==> config.mk <==
export PLATFORM = sky130hd
export DESIGN_NAME = stream_arbiter_n_flat
export DESIGN_NICKNAME = d
export VERILOG_FILES = /design/src/rtl/stream_arbiter_n_pkg.sv /design/src/rtl/stream_arbiter_n_if.sv /design/src/rtl/stream_arbiter_n_rr_pick.sv /design/src/rtl/stream_arbiter_n.sv /design/src/flat_wrapper.sv
export SDC_FILE = /design/constraint.sdc
export NUM_CORES = 1
export LEC_CHECK = 0
export CORE_AREA = 2 2 121 123
export DETAILED_ROUTE_END_ITERATION = 10
export DIE_AREA = 0 0 123 125
export HOLD_SLACK_MARGIN = 0.15
export PLACE_DENSITY_LB_ADDON = 0.08
export SETUP_SLACK_MARGIN = 0.2
export SLEW_MARGIN = 10
export SYNTH_ARGS = -nofsm -noshare
export SYNTH_HDL_FRONTEND = slang
export SYNTH_HIERARCHICAL = 1
export SYNTH_SLANG_ARGS = --single-unit
==> constraint.sdc <==
create_clock -name BUS_CLK -period 4.45 [get_ports BUS_CLK]
set_input_delay 0.445 -clock BUS_CLK [delete_from_list [all_inputs] [get_ports BUS_CLK]]
set_output_delay 0.445 -clock BUS_CLK [all_outputs]
set_load 0.02 [all_outputs]
==> src/rtl/stream_arbiter_n_pkg.sv <==
// Shared types and helpers for the N-channel stream merge arbiter.
// Optional feature macro: STREAM_ARB_STATS_EN (per-channel pop counters).
package stream_arb_pkg;

  typedef enum logic {
    IDLE  = 1'b0,
    GRANT = 1'b1
  } state_e;

  // Width of each per-channel pop counter when statistics are built in
  localparam int STATS_W = 32;

  // ceil(log2(n)) but never narrower than one bit
  function automatic int clog2_min1(input int n);
    int w;
    w = $clog2(n);
    return (w < 1) ? 1 : w;
  endfunction

endpackage

==> src/rtl/stream_arbiter_n_if.sv <==
// Source/sink handshake bundle of the stream merge arbiter.
// master = source FIFOs + output sink side, slave = arbiter side.
interface stream_arbiter_n_if #(
  parameter int N_CH   = 5,
  parameter int DATA_W = 32
);
  logic [N_CH-1:0]        WRITE_REQ;
  logic [N_CH-1:0]        HOLD_REQ;
  logic [N_CH*DATA_W-1:0] DATA_IN;
  logic [N_CH-1:0]        READ_GRANT;
  logic                   READY_OUT;
  logic                   WRITE_OUT;
  logic [DATA_W-1:0]      DATA_OUT;

  modport master (
    output WRITE_REQ, HOLD_REQ, DATA_IN, READY_OUT,
    input  READ_GRANT, WRITE_OUT, DATA_OUT
  );

  modport slave (
    input  WRITE_REQ, HOLD_REQ, DATA_IN, READY_OUT,
    output READ_GRANT, WRITE_OUT, DATA_OUT
  );
endinterface

==> src/rtl/stream_arbiter_n_rr_pick.sv <==
// Rotating priority finder: first requester after 'last', wrapping mod N_CH.
module rr_pick
  import stream_arb_pkg::*;
#(
  parameter int N_CH = 5,
  parameter int IW   = clog2_min1(N_CH)
) (
  input  logic [N_CH-1:0] req,
  input  logic [IW-1:0]   last,
  output logic [IW-1:0]   idx,
  output logic            found
);

  // Scan last+1 .. last+N_CH; the first hit wins, 'last' itself is checked last
  always_comb begin
    int c;
    c     = 0;
    idx   = '0;
    found = 1'b0;
    for (int k = 1; k <= N_CH; k++) begin
      c = (int'(last) + k) % N_CH;
      if (!found && req[c]) begin
        found = 1'b1;
        idx   = IW'(c);
      end
    end
  end

endmodule

==> src/rtl/stream_arbiter_n.sv <==
// N-channel round-robin merge arbiter with burst limit and per-channel hold.
// Registered output stage; READ_GRANT is the only combinational output.
// Optional: `define STREAM_ARB_STATS_EN adds WORD_CNT per-channel pop counters.
module stream_arbiter_n
  import stream_arb_pkg::*;
#(
  parameter  int N_CH      = 5,
  parameter  int DATA_W    = 32,
  parameter  int MAX_BURST = 16,
  localparam int CH_W      = clog2_min1(N_CH)
) (
  input  logic            BUS_CLK,
  input  logic            BUS_RST,
  stream_arbiter_n_if.slave bus,
  output logic [CH_W-1:0] GRANT_CH,
  output logic            BUSY
`ifdef STREAM_ARB_STATS_EN
  ,
  output logic [N_CH*STATS_W-1:0] WORD_CNT
`endif
);

  localparam int          BW = clog2_min1(MAX_BURST + 1);
  localparam logic [31:0] MB = 32'(MAX_BURST);

  logic [N_CH-1:0][DATA_W-1:0] din;
  assign din = bus.DATA_IN;

  state_e              state_q, state_d;
  logic [CH_W-1:0]     grant_q, grant_d;
  logic [CH_W-1:0]     last_q, last_d;
  logic [BW-1:0]       burst_q, burst_d;
  logic                wout_q, wout_d;
  logic [DATA_W-1:0]   dout_q, dout_d;
  logic [CH_W-1:0]     pick_idx;
  logic                pick_found;
  logic                pop;
  logic [N_CH-1:0]     read_grant;

  rr_pick #(.N_CH(N_CH), .IW(CH_W)) u_pick (
    .req   (bus.WRITE_REQ),
    .last  (last_q),
    .idx   (pick_idx),
    .found (pick_found)
  );

  // Arbitration FSM, pop strobe, burst counting and output register next-state
  always_comb begin
    state_d = state_q;
    grant_d = grant_q;
    last_d  = last_q;
    burst_d = burst_q;
    wout_d  = wout_q;
    dout_d  = dout_q;
    pop     = 1'b0;
    case (state_q)
      IDLE: begin
        if (pick_found) begin
          state_d = GRANT;
          grant_d = pick_idx;
          burst_d = '0;
        end
      end
      GRANT: begin
        // Gated by reset so a word dropped by reset is never popped from its FIFO
        pop = bus.WRITE_REQ[grant_q] & (~wout_q | bus.READY_OUT) & ~BUS_RST;
        if (pop && burst_q != {BW{1'b1}}) burst_d = burst_q + 1'b1;
        // Hold overrides both the empty and the burst-limit release
        if (!bus.HOLD_REQ[grant_q] &&
            (!bus.WRITE_REQ[grant_q] || (MB != 0 && 32'(burst_d) >= MB))) begin
          state_d = IDLE;
          last_d  = grant_q;
        end
      end
      default: state_d = IDLE;
    endcase
    if (pop) begin
      wout_d = 1'b1;
      dout_d = din[grant_q];
    end else if (wout_q && bus.READY_OUT) begin
      wout_d = 1'b0;
    end
  end

  assign read_grant     = pop ? (N_CH'(1) << grant_q) : '0;
  assign bus.READ_GRANT = read_grant;
  assign bus.WRITE_OUT  = wout_q;
  assign bus.DATA_OUT   = dout_q;
  assign GRANT_CH       = grant_q;
  assign BUSY           = (state_q == GRANT);

  // State and output registers; reset leaves channel 0 first in rotation
  always_ff @(posedge BUS_CLK) begin
    if (BUS_RST) begin
      state_q <= IDLE;
      grant_q <= '0;
      last_q  <= CH_W'(N_CH - 1);
      burst_q <= '0;
      wout_q  <= 1'b0;
      dout_q  <= '0;
    end else begin
      state_q <= state_d;
      grant_q <= grant_d;
      last_q  <= last_d;
      burst_q <= burst_d;
      wout_q  <= wout_d;
      dout_q  <= dout_d;
    end
  end

`ifdef STREAM_ARB_STATS_EN
  logic [N_CH-1:0][STATS_W-1:0] cnt_q, cnt_d;

  // Per-channel pop counters, free-running wrap
  always_comb begin
    cnt_d = cnt_q;
    for (int i = 0; i < N_CH; i++)
      if (read_grant[i]) cnt_d[i] = cnt_q[i] + 1'b1;
  end

  // Counter registers
  always_ff @(posedge BUS_CLK) begin
    if (BUS_RST) cnt_q <= '0;
    else         cnt_q <= cnt_d;
  end

  assign WORD_CNT = cnt_q;
`endif

endmodule

==> src/flat_wrapper.sv <==
// flat-port wrapper written by rule: the top's interface ports become plain ports
module stream_arbiter_n_flat import stream_arb_pkg::*;
#(
  parameter  int N_CH      = 5,
  parameter  int DATA_W    = 32,
  parameter  int MAX_BURST = 16,
  localparam int CH_W      = clog2_min1(N_CH)
)
  (BUS_CLK, BUS_RST, GRANT_CH, BUSY, bus_WRITE_REQ, bus_HOLD_REQ, bus_DATA_IN, bus_READY_OUT, bus_READ_GRANT, bus_WRITE_OUT, bus_DATA_OUT);
  stream_arbiter_n_if #(.N_CH(N_CH), .DATA_W(DATA_W)) bus_i ();
  input  logic BUS_CLK;
  input  logic BUS_RST;
  output logic [CH_W-1:0] GRANT_CH;
  output logic BUSY;
  input wire logic [$bits(bus_i.WRITE_REQ)-1:0] bus_WRITE_REQ;
  input wire logic [$bits(bus_i.HOLD_REQ)-1:0] bus_HOLD_REQ;
  input wire logic [$bits(bus_i.DATA_IN)-1:0] bus_DATA_IN;
  input wire logic [$bits(bus_i.READY_OUT)-1:0] bus_READY_OUT;
  output wire logic [$bits(bus_i.READ_GRANT)-1:0] bus_READ_GRANT;
  output wire logic [$bits(bus_i.WRITE_OUT)-1:0] bus_WRITE_OUT;
  output wire logic [$bits(bus_i.DATA_OUT)-1:0] bus_DATA_OUT;
  assign bus_i.WRITE_REQ = bus_WRITE_REQ;
  assign bus_i.HOLD_REQ = bus_HOLD_REQ;
  assign bus_i.DATA_IN = bus_DATA_IN;
  assign bus_i.READY_OUT = bus_READY_OUT;
  assign bus_READ_GRANT = bus_i.READ_GRANT;
  assign bus_WRITE_OUT = bus_i.WRITE_OUT;
  assign bus_DATA_OUT = bus_i.DATA_OUT;
  stream_arbiter_n #(.N_CH(N_CH), .DATA_W(DATA_W), .MAX_BURST(MAX_BURST)) u_core (.BUS_CLK(BUS_CLK), .BUS_RST(BUS_RST), .bus(bus_i), .GRANT_CH(GRANT_CH), .BUSY(BUSY));
endmodule
# --- Word-level counts from Yosys, hierarchy flattened ---
# Index checks and enable logic that the tools add are counted.
totals:
  reg_bits: 45
  latch_bits: 0
  ramBits: 0
  romBits: 0
  input_bits: 173
  wordCells: 92
  n_memories: 0
classes:
  addsub: 6
  multipliers: 0
  n_div: 5
  magnitude_cmp: 7
  eq_ne: 2
  shift: 1
  mux: 42
  n_bitwise: 6
  n_reduce_logical: 17
ops:
  columns: ["operator", "n"]
  rows:
  - ["< comparator 32 x 5 -> 1 bit (second input constant)", 5]
  - ["modulo 32 x 4 -> 32 bit (second input constant)", 5]
  - ["binary-select mux 32 bit (select 3 bit)", 1]
  - ["two-way mux 32 bit", 1]
  - ["two-way mux 1 bit", 22]
  - ["binary-select mux 1 bit (select 3 bit)", 7]
  - ["two-way mux 5 bit", 4]
  - ["two-way mux 3 bit", 5]
  - ["one-hot mux 5 bit (2 select lines)", 1]
  - ["adder 3 x 2 -> 4 bit (second input constant)", 2]
  - ["adder 3 x 3 -> 4 bit (second input constant)", 2]
  - ["logical AND 1 bit", 7]
  - ["logical NOT 1 bit", 6]
  - ["adder 5 x 1 -> 5 bit (second input constant)", 1]
  - ["greater-or-equal comparator 5 bit (second input constant)", 1]
  - ["!= test 5 bit (second input constant)", 1]
  - ["left shift 1 x 3 -> 5 bit (first input constant)", 1]
  - ["adder 3 x 1 -> 4 bit (second input constant)", 1]
  - ["< comparator 3 x 4 -> 1 bit (second input constant)", 1]
  - ["AND reduction 2 bit", 2]
  - ["NOT 1 bit", 3]
  - ["AND 1 bit", 2]
  - ["!= test 2 x 1 -> 1 bit (second input constant)", 1]
  - ["one-hot mux 1 bit (2 select lines)", 1]
  - ["3 further kinds", 3]

# --- Longest topological paths before layout ---
# Gate-level depths: netlist (run 1).
depth:
  word_depth: 20
  ltp_mapped: 25

# --- Hierarchy ---
# Netlist (run 1), hierarchy kept.
modules_own_cells:
  columns: ["mod", "n_inst", "cells_each", "area_each_um2", "seq_area_each_um2"]
  rows:
  - ["stream_arbiter_n", 1, 266, 2806.4, 900.9]
  - ["rr_pick", 1, 285, 2015.7, 0.0]

# --- Least setup slack after synthesis (run 1) ---
# Ideal clock, no wire load.
synth_timing:
  path_kind: "reg-to-reg"
  startpoint: "register u_core.last_q[0]"
  endpoint: "register u_core.burst_q[0]"
  setup_ns: 0.125
  t_arrival_ns: 4.779
  t_required_ns: 4.325
  setup_slack_ns: -0.454
  path_stages_with_launch: 23
  period_less_slack_ns: 4.904
  path_cell_list: "dfxtp_1 > buf_4 > buf_2 > buf_1 > buf_2 > inv_1 > ha_1 > ha_1 > o31ai_2 > o31a_1 > xnor2_1 > ha_1 > inv_1 > a221o_1 > o21bai_4 > mux2i_1 > o311ai_0 > o31a_1 > nand3b_1 > nor2b_1 > nor2_1 > o211ai_1 > o31ai_1"
synth_via:
  elab_chain_cells: 19
  word_cells_on_any_way: 39
  classes_between: "5 x add/sub; 5 x div; 1 x eq/ne; 20 x mux; 8 x reduce/logical"
synth_rtl:
  columns: ["item", "line_no", "text"]
  rows:
  - ["start, declared", "stream_arbiter_n.sv:31", "logic [CH_W-1:0] last_q, last_d;"]
  - ["start signal, assigned", "stream_arbiter_n.sv:97", "last_q <= CH_W'(N_CH - 1);"]
  - ["start signal, assigned", "stream_arbiter_n.sv:104", "last_q <= last_d;"]
  - ["adder 3 x 1 -> 4 bit", "stream_arbiter_n_rr_pick.sv:21", "c = (int'(last) + k) % N_CH;"]
  - ["modulo 32 x 4 -> 32 bit", "stream_arbiter_n_rr_pick.sv:21", null]
  - ["binary-select mux 1 bit (select 3 bit)", "stream_arbiter_n_rr_pick.sv:22", "if (!found && req[c]) begin"]
  - ["two-way mux 1 bit (not written as such) (2 in series)", "stream_arbiter_n_rr_pick.sv:22", null]
  - ["two-way mux 1 bit", "stream_arbiter_n_rr_pick.sv:22", null]
  - ["logical NOT 1 bit", "stream_arbiter_n_rr_pick.sv:22", null]
  - ["logical AND 1 bit", "stream_arbiter_n_rr_pick.sv:22", null]
  - ["two-way mux 1 bit", "stream_arbiter_n_rr_pick.sv:22", null]
  - ["(+3 left out)", null, null]
  - ["logical NOT 1 bit", "stream_arbiter_n_rr_pick.sv:22", null]
  - ["logical AND 1 bit", "stream_arbiter_n_rr_pick.sv:22", null]
  - ["two-way mux 1 bit", "stream_arbiter_n_rr_pick.sv:22", null]
  - ["logical NOT 1 bit", "stream_arbiter_n_rr_pick.sv:22", null]
  - ["logical AND 1 bit", "stream_arbiter_n_rr_pick.sv:22", null]
  - ["two-way mux 1 bit *", "stream_arbiter_n_rr_pick.sv:22", null]
  - ["via u_core.pick_found", "stream_arbiter_n.sv:36", "logic pick_found;"]
  - ["!= test 2 x 1 -> 1 bit (no source line) *", null, null]
  - ["end signal, assigned", "stream_arbiter_n.sv:105", "burst_q <= burst_d;"]
  - ["end, declared", "stream_arbiter_n.sv:32", "logic [BW-1:0] burst_q, burst_d;"]
# Mark *: on every way through the listed nets, which the timed path passes. The rest lies on a longest branch. The select of a mux whose other input is x is not followed.
# A chain may end at the register's enable or synchronous reset.

# --- Final worst setup path (run 1) ---
layout_timing:
  startpoint: "register u_core.last_q[1]"
  endpoint: "register u_core.burst_q[0]"
# Same word-level chain as after synthesis.

==> impl_metrics.env, run 1 <==
export IMPL_ir_drop_mv=0.205
export IMPL_overflow=0
export IMPL_clk_pin_slew_ns=0.07
export IMPL_antenna_left=0
export IMPL_path_class="reg -> reg"
export IMPL_cts_path_max_buffers=2
export IMPL_max_cap_violations=0
export IMPL_grtUsageTotal_pct=23.0
export IMPL_fin_crit_ns=3.99
export IMPL_finalSetupViolCount=0
export IMPL_synth_ff_type="dfxtp_1"
export IMPL_synth_cell_types=84
export IMPL_viasPerCell=5.63
export IMPL_numClockSinks=45
export IMPL_dpl_hpwl_um=13900
export IMPL_tns_ns=0
export IMPL_die_w_um=123
export IMPL_start_util_pct=33.9
export IMPL_drt_iter0_drc=300
export IMPL_fillerInstances=1311
export IMPL_total_power_mw=2.75
export IMPL_core_area_mm2=0.0142
export IMPL_die_y_um=125
export IMPL_wl_per_cell_um=18.7
export IMPL_status="completed"
export IMPL_grt_pass1_vias=5420
export IMPL_async_flop_share_pct=0
export IMPL_crit_chain="inv_4 -> ha_4 -> buf_4 -> inv_2 -> ha_1 -> inv_1 -> ha_1 -> nand2b_1 -> a21oi_1 -> nor2_1 -> or4_1 -> a211oi_2 -> nor2_1 -> nand3_1 -> nand3b_1 -> nor2b_4 -> nor2_4 -> o211ai_1 -> o31ai_1"
export IMPL_cpLargestDelayFamily="simple AND/OR/NAND/NOR gates"
export IMPL_synth_edff_count=0
export IMPL_syn_cell_area_mm2=0.00482
export IMPL_crit_path_start_kind="register"
export IMPL_ys_ff_latch=45
export IMPL_wirelength_um=17500
export IMPL_cts_made_buffers=5
export IMPL_avgSynthCellArea_um2=8.75
export IMPL_cp_slowest_cell="or4_1"
export IMPL_antenna_found_initial=0
export IMPL_pwr_density_cell_mw_per_mm2=370
export IMPL_first_pass_iters=5
export IMPL_total_leakage_power_nw=2.67
export IMPL_min_path_type="reg -> reg"
export IMPL_hold_viol=0
export IMPL_gp_congestion=0.872
export IMPL_grt_max_degree=47
export IMPL_rows=44
export IMPL_cp_arrival_ns=4.15
export IMPL_clock_latency_ns=0.29
export IMPL_fmax_mhz=251
export IMPL_critical_path_max_stage_delay_ns=0.50
export IMPL_cts_root_buffer="clkbuf_16"
export IMPL_dieArea_mm2=0.0154
export IMPL_grt_pass1_wl_um=28200
export IMPL_drc_errors=0
export IMPL_worstMarginPinSlew_ns=0.733
export IMPL_skew_ns=0.0116
export IMPL_end_kind="register"
export IMPL_final_layout_size_suffix_gt1_share_pct=15.5
export IMPL_layout_nets=952
export IMPL_ys_warn_count=6
export IMPL_ys_seq_area_share_pct=18.7
export IMPL_fin_crit_sh_pct=89.6
export IMPL_routed_via_count=5280
export IMPL_report_final_slew_viol_count=0
export IMPL_io_buffers=214
export IMPL_synthesis_nets=750
export IMPL_syn_to_final_growth_pct=54.0
export IMPL_crit_required_ns=4.62
export IMPL_cts_tree="yes"
export IMPL_io_pins=215
export IMPL_n_antenna_cell=0
export IMPL_slew_headroom_pct=51.1
export IMPL_critPathBufInv=4
export IMPL_htree_levels=2
export IMPL_worstPathMaxFanout=14
export IMPL_synth_cells=551
export IMPL_rsz0062_at_grt="no"
synth_stat cells (all sizes together), types with 3 or more instances:
library cell	n	area (um2)
nand3	9	45.0
a22oi	4	30.0
o211a	3	30.0
xnor2	10	87.6
nand2	35	131
inv	20	77.6
and3	4	30.0
or2	5	31.3
o22ai	4	25.0
xor2	3	45.1
o211ai	8	65.1
a221oi	35	324
mux4	33	743
nand2b	10	62.6
o21a	3	22.5
nor2b	8	50.1
o21ai	19	95.1
a31oi	3	18.8
nor4	4	25.0
a211oi	6	50.1
nor2	59	221
o221ai	3	26.3
o31ai	5	42.5
or4	3	22.5
dfxtp	45	901
mux2i	15	150
o311ai	3	33.8
buf	26	163
and2	8	52.6
ha	26	325
nor3b	4	41.3
clkbuf	19	71.3
nor3	42	210
a21o	3	22.5
a21oi	16	83.8
a32oi	3	26.3
nand3b	6	45.0
mux2	7	82.6
sequential cells by signal, indices dropped and copies added, names as in the netlist:
| name | cells |
|---|---|
| u_core/GRANT_CH | 3 |
| u_core/burst_q | 5 |
| u_core/bus.WRITE_OUT | 1 |
| u_core/BUSY | 1 |
| u_core/bus.DATA_OUT | 32 |
| u_core/last_q | 3 |
where the power goes:
| part | switching (mW) | total (mW) | internal (mW) | leakage, nW |
|---|---|---|---|---|
| registers | 0.0767 | 0.558 | 0.481 | 0.369 |
| clock network | 0.173 | 0.384 | 0.211 | 0.0704 |
| logic | 0.930 | 1.81 | 0.877 | 2.23 |
| total | 1.18 | 2.75 | 1.57 | 2.67 |
routing by layer:
layer  up-vias  routed length [um]  track usage [%]  part of all wire, %
li1       2535                   -                -                    -
met1      2529                7250             29.2                   41
met2       200                9090             40.4                   52
met3        16                 979             3.74                  5.6
met4         0                 202             5.08                  1.2
met5         -                   0                0                    0
kinds of logic (layout without fill, tap and decap cells):
group | Yosys count | after routing | synth area share (%)
fa+ha+maj | 26 | 26 | 6.75
xor+xnor | 13 | 13 | 2.75
simple gates | 208 | 208 | 22.1
buf+inv | 65 | 268 | 6.46
compound gates | 139 | 139 | 23.1
mux | 55 | 55 | 20.2
flops | 45 | 45 | 18.7
worst paths after layout:
path | from | endpoint | slack (ns) | cells past startpoint
hold / removal | u_core/burst_q[3] | u_core/burst_q[3] | 0.47 | 1
setup reg to reg | u_core/last_q[1] | u_core/burst_q[0] | 0.46 | 19
hold reg to reg | u_core/burst_q[3] | u_core/burst_q[3] | 0.47 | 1
setup / recovery | u_core/last_q[1] | u_core/burst_q[0] | 0.46 | 19
placed cells by master, fill, tap and decap left out, types with 5 or more instances in the layout:
cell             Yosys  final
a21oi_1             15     15
a221oi_1            34     34
and2_1               7      7
buf_4                9     25
clkbuf_16            0      5
clkdlybuf4s50_1      0    213
dfxtp_1             45     40
ha_1                26     20
inv_1               15     14
mux2_2               5      5
mux2i_1             15     15
mux4_2              33     33
nand2_1             35     35
nand2b_1            10     10
nand3_1              9      9
nand3b_1             6      6
nor2_1              59     58
nor2b_1              8      7
nor3_1              42     42
o211ai_1             7      7
o21ai_0             18     17
xnor2_1             10      9
area by class of cell:
cell class	count	area [um2]	area share, %
multi-input cells	441	3720	50.2
repair buffers	240	2330	31.4
flip-flops and latches	45	912	12.3
well taps	184	230	3.10
clock buffers	5	125	1.68
inverters	20	80.1	1.08
clock inverters	3	25.0	0.337
stage by stage:
stage                     setup WS, ns  std cells  hold WS (ns)  cell area (um2)  utilization [%]
after global routing             0.213        938         0.509             7430             52.3
after floorplan                  0.230        551         0.429             4880                -
final                            0.462        938         0.470             7430             52.3
after detailed placement         0.145        924         0.449             7170             50.5
after CTS                        0.246        932         0.467             7320             51.5
after global placement           0.384        924         0.445             7170             50.5
timing repair:
item	in CTS	in global routing
pin swaps	0	3
setup buffers	0	6
gates cloned	0	0
setup endpoints to repair	2	8
hold buffers	0	0
resized for setup	1	17
(Power assumes the default switching activity.)
==> run 2, diff against run 1 <==
Settings changed: CELL_PAD_IN_SITES_DETAIL_PLACEMENT from default to 1, CELL_PAD_IN_SITES_GLOBAL_PLACEMENT from default to 1, CORE_AREA 2 2 121 123 to 2 2 135 137, DIE_AREA 0 0 123 125 to 0 0 137 139.
==> impl_metrics.env, run 2 (same netlist as run 1, synthesis figures left out) <==
export IMPL_hold_viol=0
export IMPL_dieArea_mm2=0.0190
export IMPL_core_area_mm2=0.0177
export IMPL_max_cap_violations=0
export IMPL_most_common_layout_cells="clkdlybuf4s50_1 (213), nor2_1 (58), nor3_1 (42), dfxtp_1 (40), nand2_1 (35)"
export IMPL_clk_pin_slew_ns=0.07
export IMPL_dpl_hpwl_um=16000
export IMPL_worstMarginPinSlew_ns=0.733
export IMPL_pwr_density_cell_mw_per_mm2=380
export IMPL_numClockSinks=45
export IMPL_status="completed"
export IMPL_grt_pass1_vias=5786
export IMPL_drc_errors=0
export IMPL_final_layout_size_suffix_gt1_share_pct=15.2
export IMPL_crit_required_ns=4.62
export IMPL_io_pins=215
export IMPL_antenna_found_initial=0
export IMPL_htree_levels=2
export IMPL_final_util_pct=42.5
export IMPL_syn_to_final_growth_pct=55.5
export IMPL_tns_ns=0
export IMPL_grt_pass1_wl_um=31300
export IMPL_dp_slack_ns=0.172
export IMPL_worstPathMaxFanout=7
export IMPL_routed_via_count=5345
export IMPL_finalSetupViolCount=0
export IMPL_total_leakage_power_nw=2.69
export IMPL_layout_nets=955
export IMPL_end_kind="register"
export IMPL_wl_per_cell_um=20.1
export IMPL_rows=49
export IMPL_path_class="reg -> reg"
export IMPL_fin_crit_ns=3.99
export IMPL_crit_path_start_kind="register"
export IMPL_cts_root_buffer="clkbuf_16"
export IMPL_ctsHoldBuffers=0
export IMPL_gp_congestion=0.853
export IMPL_first_pass_iters=4
export IMPL_grtUsageTotal_pct=20.8
export IMPL_fmax_mhz=251
export IMPL_rsz0062_at_grt="no"
export IMPL_min_path_type="reg -> reg"
export IMPL_timing_critical_path_from="u_core/last_q[0]"
export IMPL_die_y_um=139
export IMPL_largest_register_ffs=32
export IMPL_cts_path_max_buffers=2
export IMPL_antenna_left=0
export IMPL_cp_arrival_ns=4.16
export IMPL_cts_tree="yes"
export IMPL_cts_made_buffers=5
export IMPL_ir_drop_mv=0.203
export IMPL_start_util_pct=27.3
export IMPL_n_antenna_cell=0
export IMPL_slew_headroom_pct=51.1
export IMPL_r2r_start="u_core/last_q[0]"
export IMPL_clock_latency_ns=0.30
export IMPL_wirelength_um=19900
export IMPL_report_final_slew_viol_count=0
export IMPL_skew_ns=0.00874
export IMPL_overflow=0
export IMPL_grt_max_degree=46
export IMPL_die_w_um=137
export IMPL_io_buffers=214
export IMPL_drt_iter0_drc=176
export IMPL_fin_crit_sh_pct=89.6
export IMPL_min_from="u_core/burst_q[3]"
export IMPL_layout_commonest_cell="clkdlybuf4s50_1"
export IMPL_setup_ws_ns=0.461
export IMPL_viasPerCell=5.42
==> run 2: through the flow <==
| stage | hold slack, ns | total power, mW | area [um2] | std cells |
|---|---|---|---|---|
| global placement | 0.451 | 2.35 | 7260 | 974 |
| global route | 0.501 | 3.06 | 7500 | 986 |
| detailed placement | 0.485 | 2.39 | 7260 | 974 |
| finish | 0.488 | 2.85 | 7500 | 986 |
| floorplan | 0.429 | 1.74 | 4880 | 551 |
| CTS | 0.497 | 2.85 | 7440 | 982 |
==> run 2: final cells by class <==
class                      count  area (um2)
clock buffer                   5         125
tap                          229         287
multi-input combinational    441        3690
fill                        2009       10200
inverter                      20        80.1
sequential                    45         910
clock inverter                 3        46.3
timing repair buffer         243        2350
==> run 2: routing by layer <==
layer	GRT usage, %	wire (um)	share of wire (%)	up-vias
met1	24.6	8120	41	2629
met5	0	0	0	-
met2	37.5	10300	52	155
met3	4.75	993	5.0	25
met4	5.37	423	2.1	0
li1	-	-	-	2536
==> run 2: report_power, final <==
part,total (mW),switching [mW],internal [mW]
combinational,1.87,0.981,0.885
clock,0.439,0.173,0.266
sequential,0.547,0.0659,0.481
==> run 2: repair_timing <==
action	CTS	global route
pin swaps	0	1
gates resized for setup	1	12
endpoints found under the setup margin	5	9
setup buffers	0	4
==> run 2: worst paths after layout <==
path,cells past startpoint,end,slack [ns]
min reg2reg,1,u_core/burst_q[3],0.49
max,17,u_core/GRANT_CH[0],0.46
min,1,u_core/burst_q[3],0.49
max reg2reg,17,u_core/GRANT_CH[0],0.46
==> run 2: worst max-delay path, cell delays in order (launching register included) <==
cell,delay [ns]
dfxtp_2,0.36
ha_1,0.27
xor2_4,0.18
ha_4,0.20
o31ai_4,0.27
o31a_1,0.25
xnor2_2,0.16
ha_1,0.19
inv_1,0.04
a221o_1,0.38
o21bai_4,0.20
mux2i_1,0.20
o311ai_0,0.19
o31a_1,0.32
nand3b_1,0.12
nor2b_4,0.26
mux2i_1,0.21
nor2_1,0.05
==> RTL edit 1: new RTL, config.mk and constraints of run 2 <==
`MAX_BURST` is set to 16 in 2 places; all go to 15.
--- a/src/rtl/stream_arbiter_n.sv
+++ b/src/rtl/stream_arbiter_n.sv
@@ -6,7 +6,7 @@
 #(
   parameter  int N_CH      = 5,
   parameter  int DATA_W    = 32,
-  parameter  int MAX_BURST = 16,
+  parameter  int MAX_BURST = 15,
   localparam int CH_W      = clog2_min1(N_CH)
 ) (
   input  logic            BUS_CLK,
--- a/src/flat_wrapper.sv
+++ b/src/flat_wrapper.sv
@@ -3,7 +3,7 @@
 #(
   parameter  int N_CH      = 5,
   parameter  int DATA_W    = 32,
-  parameter  int MAX_BURST = 16,
+  parameter  int MAX_BURST = 15,
   localparam int CH_W      = clog2_min1(N_CH)
 )
   (BUS_CLK, BUS_RST, GRANT_CH, BUSY, bus_WRITE_REQ, bus_HOLD_REQ, bus_DATA_IN, bus_READY_OUT, bus_READ_GRANT, bus_WRITE_OUT, bus_DATA_OUT);
Behaviour: no difference found for any inputs over 4 cycles, from zero or initial values and one cycle with BUS_RST high; that may be too few to reach the edited logic, so the function may still have changed.
==> RTL edit 1 against run 2 <==
Worst hold slack got worse by 0.0059 ns; routed wire length increased by 9.2%; total power increased by 15%; critical path depth increased by 2; setup slack got worse by 0.14 ns; cell count increased by 2.7%; area after synthesis increased by 5.4%; cell area increased by 4.3%; fmax decreased by 3.4%; sequential cell count decreased by 1; first-iteration DRC count increased by 7.4%; sequential share of layout area decreased by 0.69 points.
==> RTL edit 1: results (changes against run 2) <==
The type of the most critical hold path was primary input to register. The run gives 189 (+7.4%) as the number of DRC markers after the initial detailed-route iteration. The number of optimization iterations in the first detailed-route pass is 4 (unchanged), and the ratio of cells with drive above 1 in the final layout is 18.8% (+3.6 points). The flow ran to the end, and the final reports show no timing, DRC or antenna violations. Minimum setup slack after placement: 0.120 ns (-0.0518 ns). The tools report the count of different cell masters after synthesis as 85 (+1.2%).

After synthesis, the cell types taking the most area are sky130_fd_sc_hd__dfxtp_1 17%, sky130_fd_sc_hd__mux4_2 14%, sky130_fd_sc_hd__ha_1 6.2%. The placer's final routability congestion estimate is 0.931 (+9.2%), and the largest driver fanout on the critical path is 5 (-2). The net count after synthesis is 772 (+2.9%). For the internal power component, the log shows 1.80 mW (+10%).

The transition time at the pin with the least slew margin was 0.768 ns (+0.0350 ns). The logs give 17.3% (-1.4 points) for the share of synthesized area occupied by flip-flops and latches and 0.00424 ns (-0.00450 ns) for the worst-case clock skew. The post-detailed-route wirelength per cell was 21.4 microns (+6.3%).

The via count of the first global-routing pass was 6263 (+8.2%); the leakage power total was 2.83 nW (+5.1%). The run gives 33.8 mm (+8.0%) as the wire length of the first global-routing pass. The run gives 0.000201 V (-1.1%) as the highest ir drop seen on vdd. The final layout net count was 981 (+2.7%). The global-route usage over all layers is 22.5% (+1.6 points), and the half-perimeter wire length after placement is 17.2 mm (+7.5%).

The tools report the overall via count from detail_route as 5630 (+5.3%). In the synthesized netlist, the cells that appear most often are 50 x sky130_fd_sc_hd__a21oi_1, 44 x sky130_fd_sc_hd__dfxtp_1, 36 x sky130_fd_sc_hd__a22oi_1, 36 x sky130_fd_sc_hd__nand2_1, 32 x sky130_fd_sc_hd__mux4_2. For the arrival time at the worst endpoint, the log shows 4.31 ns (+0.15 ns). The slowest stage of the critical path belongs to the cell sky130_fd_sc_hd__dfxtp_4.
-- RTL edit 1: cell count changes in the layout (fill, tap and decap cells not counted), sizes merged, moves of 32 or more --
cell	before	now
nor3	42	10
a221oi	35	2
a211oi	6	39
a21oi	16	51
nor2	59	24
a22oi	4	36
-- RTL edit 1: path summary, 6_finish.rpt --
path	from	endpoint	slack (ns)	cells after the start
max	u_core/last_q[0]$_SDFFE_PP0P_	u_core/burst_q[1]$_SDFFE_PP0P_	0.32	19
min	BUS_RST	u_core/last_q[2]$_SDFFE_PP1P_	0.48	3
max reg2reg	u_core/last_q[0]$_SDFFE_PP0P_	u_core/burst_q[1]$_SDFFE_PP0P_	0.32	19
min reg2reg	u_core/bus.DATA_OUT[12]$_SDFFE_PP0P_	u_core/bus.DATA_OUT[12]$_SDFFE_PP0P_	0.52	2
-- RTL edit 1: timing repair --
| action | 4_1_cts | 5_1_grt |
|---|---|---|
| buffers inserted | 3 | 8 |
| gates resized for setup | 5 | 20 |
| pin swaps | 2 | 12 |
| gates cloned | 0 | 0 |
| setup endpoints to repair | 2 | 7 |
-- RTL edit 1: cell families (layout without fill, tap and decap cells) --
group	Yosys count	in the layout	share of synthesized area [%]
compound gates	219	219	32.4
mux	52	52	18.4
fa+ha+maj	25	25	6.15
flops	44	44	17.3
buf+inv	75	285	7.70
xor+xnor	13	13	2.61
simple gates	146	146	15.4
-- RTL edit 1: cell type report --
class	instances	area (sq um)
clock inverter	1	5.00
multi-input combinational	455	3950
clock buffer	7	154
tap	229	287
sequential	44	895
timing repair buffer	252	2420
inverter	25	104
fill	2024	9840
-- RTL edit 1: metrics by stage --
step / util, % / power, mW / hold slack [ns] / area, sq um / instances
2_1_floorplan: - / 2.08 / 0.490 / 5170 / 574
3_3_place_gp: 42.4 / 2.73 / 0.506 / 7480 / 994
3_5_place_dp: 42.4 / 2.79 / 0.515 / 7480 / 994
4_1_cts: 43.4 / 3.23 / 0.483 / 7670 / 1005
5_1_grt: 44.3 / 3.53 / 0.493 / 7820 / 1013
6_report: 44.3 / 3.29 / 0.482 / 7820 / 1013
-- RTL edit 1: layer usage --
metal	vias to the layer above	track usage (%)	wire (microns)
met4	0	4.56	303
li1	2663	-	-
met2	138	42.8	11700
met5	-	0	0
met3	18	4.09	942
met1	2811	25.6	8750
-- RTL edit 1: power by group through the flow --
stage / registers, mW / clock network [mW] / logic (mW)
3_3_place_gp: 0.566 / 0 / 2.17
5_1_grt: 0.577 / 0.435 / 2.51
3_5_place_dp: 0.569 / 0 / 2.22
6_report: 0.562 / 0.411 / 2.31
2_1_floorplan: 0.588 / 0 / 1.49
4_1_cts: 0.563 / 0.417 / 2.25
-- RTL edit 1: worst min-delay path: cells and delay by family --
kind	cells	cell delay, ns
buf+inv	2	0.18
compound gates	1	0.10
==> RTL edit 2: new RTL, flow settings as in run 2 <==
Made on the original files. Take the reset off `dout_q` and load it in a clocked block of its own.
--- a/src/rtl/stream_arbiter_n.sv
+++ b/src/rtl/stream_arbiter_n.sv
@@ -97,15 +97,17 @@
       last_q  <= CH_W'(N_CH - 1);
       burst_q <= '0;
       wout_q  <= 1'b0;
-      dout_q  <= '0;
     end else begin
       state_q <= state_d;
       grant_q <= grant_d;
       last_q  <= last_d;
       burst_q <= burst_d;
       wout_q  <= wout_d;
-      dout_q  <= dout_d;
     end
+  end
+
+  always_ff @(posedge BUS_CLK) begin
+    dout_q <= dout_d;
   end
 
 `ifdef STREAM_ARB_STATS_EN
Behaviour: differs if BUS_RST is asserted again (counterexample within 4 cycles, from zero or initial values and one cycle with BUS_RST high); with BUS_RST held inactive, the same outputs for 4 cycles.
==> RTL edit 2 against run 2 <==
Global-route usage shrank 0.24 points; total power down 2.5%; cell area is 1.9% higher; highest routed layer unchanged; sequential cell count did not move; critical path depth unchanged; largest cell class unchanged; routed wire length rose by 0.91%; setup slack worse by 0.083 ns; area after synthesis grew 2.4%.
==> RTL edit 2: results (changes against run 2) <==
The flow ran to the end, and the final reports show no timing, DRC or antenna violations. The tools report the leakage power total as 2.84 nW (+5.4%). The total length of routed wires is 20.0 mm (+0.91%), and the number of DRC markers after the initial detailed-route iteration is 227 (+29%). The transition time at the pin with the least slew margin came out at 0.616 ns (-0.117 ns). The logs give 24.7% (+0.065 points) for the global routing met1 resource utilization and 971 (-0.31%) for the placed cell count. The half-perimeter wire length after placement is 16.5 mm (+2.8%), and the initial antenna violation count is 1 (+1). The run gives 5296 (-8.5%) as the via count of the first global-routing pass. In the synthesized netlist, the cells that appear most often are 62 x sky130_fd_sc_hd__nand2_1, 48 x sky130_fd_sc_hd__inv_1, 33 x sky130_fd_sc_hd__mux4_2, 32 x sky130_fd_sc_hd__edfxtp_1. For the standard cell area after detailed placement, the log shows 0.00742 sq mm (+2.1%). Number of enable-type register cells in the synthesized netlist: 32 (+32).

The most used flip-flop cell after synthesis is sky130_fd_sc_hd__edfxtp_1. The startpoint identified for the worst hold timing path is u_core/burst_q[2]$_SDFFE_PP0P_. For the wire length of the first global-routing pass, the log shows 30.1 mm (-3.8%). In the post-synthesis netlist, the biggest area contributors are sky130_fd_sc_hd__edfxtp_1 19%, sky130_fd_sc_hd__mux4_2 15%, sky130_fd_sc_hd__ha_1 6.6%. The net count after synthesis was 738 (-1.6%).

The tools report the worst reg2reg path startpoint as u_core/last_q[1]$_SDFFE_PP0P_. The count of different cell masters after synthesis was 82 (-2.4%). Global routing usage on met3: 3.18% (-1.6 points).

The run gives 0.206 ns (+0.0338 ns) as the minimum setup slack after placement. The highest ir drop seen on vdd is 0.000160 V (-21%), and the worst-case clock skew is 0.00630 ns (-0.00244 ns). The overall via count from detail_route is 5051 (-5.5%), and the largest driver fanout on the critical path is 11 (+4). The placer's final routability congestion estimate came out at 0.873 (+2.4%).
## RTL edit 2: cell types whose count changed after synthesis, moves of 27 or more
cell | before | now
sky130_fd_sc_hd__a221oi_1 | 34 | 2
sky130_fd_sc_hd__edfxtp_1 | 0 | 32
sky130_fd_sc_hd__nor3_1 | 42 | 10
sky130_fd_sc_hd__inv_1 | 15 | 48
sky130_fd_sc_hd__nor2_1 | 59 | 23
sky130_fd_sc_hd__nand2_1 | 35 | 62
sky130_fd_sc_hd__dfxtp_1 | 45 | 13
## RTL edit 2: cells by family after synthesis
group	synth area share, %
buffers and inverters	7.93
xor gates and xnor gates	2.69
and+or+nand+nor	18.3
muxes	20.3
AOI/OAI and AO/OA	19.4
adders and majority gates	6.59
DFF	24.7
## RTL edit 2: area by class of cell
cell class,count,area (sq um)
antenna,1,2.50
clock buffer,5,125
clock inverter,3,25.0
fill,2021,10000
inverter,53,206
multi-input combinational,405,3410
sequential,45,1230
tap,229,287
timing repair buffer,242,2350
## RTL edit 2: final timing paths
| path | endpoint | slack (ns) |
|---|---|---|
| max | u_core/burst_q[1]$_SDFFE_PP0P_ | 0.38 |
| min | u_core/burst_q[2]$_SDFFE_PP0P_ | 0.51 |
| max reg2reg | u_core/burst_q[1]$_SDFFE_PP0P_ | 0.38 |
| min reg2reg | u_core/burst_q[2]$_SDFFE_PP0P_ | 0.51 |
## RTL edit 2: routing by layer
layer  wire length (microns)  vias up
li1                        -     2429
met2                   10500      118
met1                    8270     2480
met4                     425        0
met3                     797       24
met5                       0        -
## RTL edit 2: power groups by stage
stage	Sequential (mW)	Clock, mW	Combinational (mW)
3_3_place_gp	0.611	0	1.73
4_1_cts	0.606	0.401	1.77
6_report	0.603	0.387	1.79
5_1_grt	0.614	0.413	1.95
3_5_place_dp	0.616	0	1.76
2_1_floorplan	0.662	0	1.10
## RTL edit 2: worst max-delay path: stages, from the launching register on
cell	delay [ns]
sky130_fd_sc_hd__dfxtp_4	0.38
sky130_fd_sc_hd__inv_4	0.14
sky130_fd_sc_hd__ha_4	0.24
sky130_fd_sc_hd__ha_4	0.19
sky130_fd_sc_hd__o31ai_4	0.29
sky130_fd_sc_hd__o31a_1	0.28
sky130_fd_sc_hd__xnor2_2	0.16
sky130_fd_sc_hd__ha_2	0.20
sky130_fd_sc_hd__inv_1	0.03
sky130_fd_sc_hd__a221o_1	0.38
sky130_fd_sc_hd__o21bai_4	0.25
sky130_fd_sc_hd__mux2i_1	0.22
sky130_fd_sc_hd__o311ai_1	0.14
sky130_fd_sc_hd__o31a_1	0.30
sky130_fd_sc_hd__nand3b_1	0.19
sky130_fd_sc_hd__nand2b_4	0.10
sky130_fd_sc_hd__and3b_1	0.16
sky130_fd_sc_hd__mux2_1	0.29
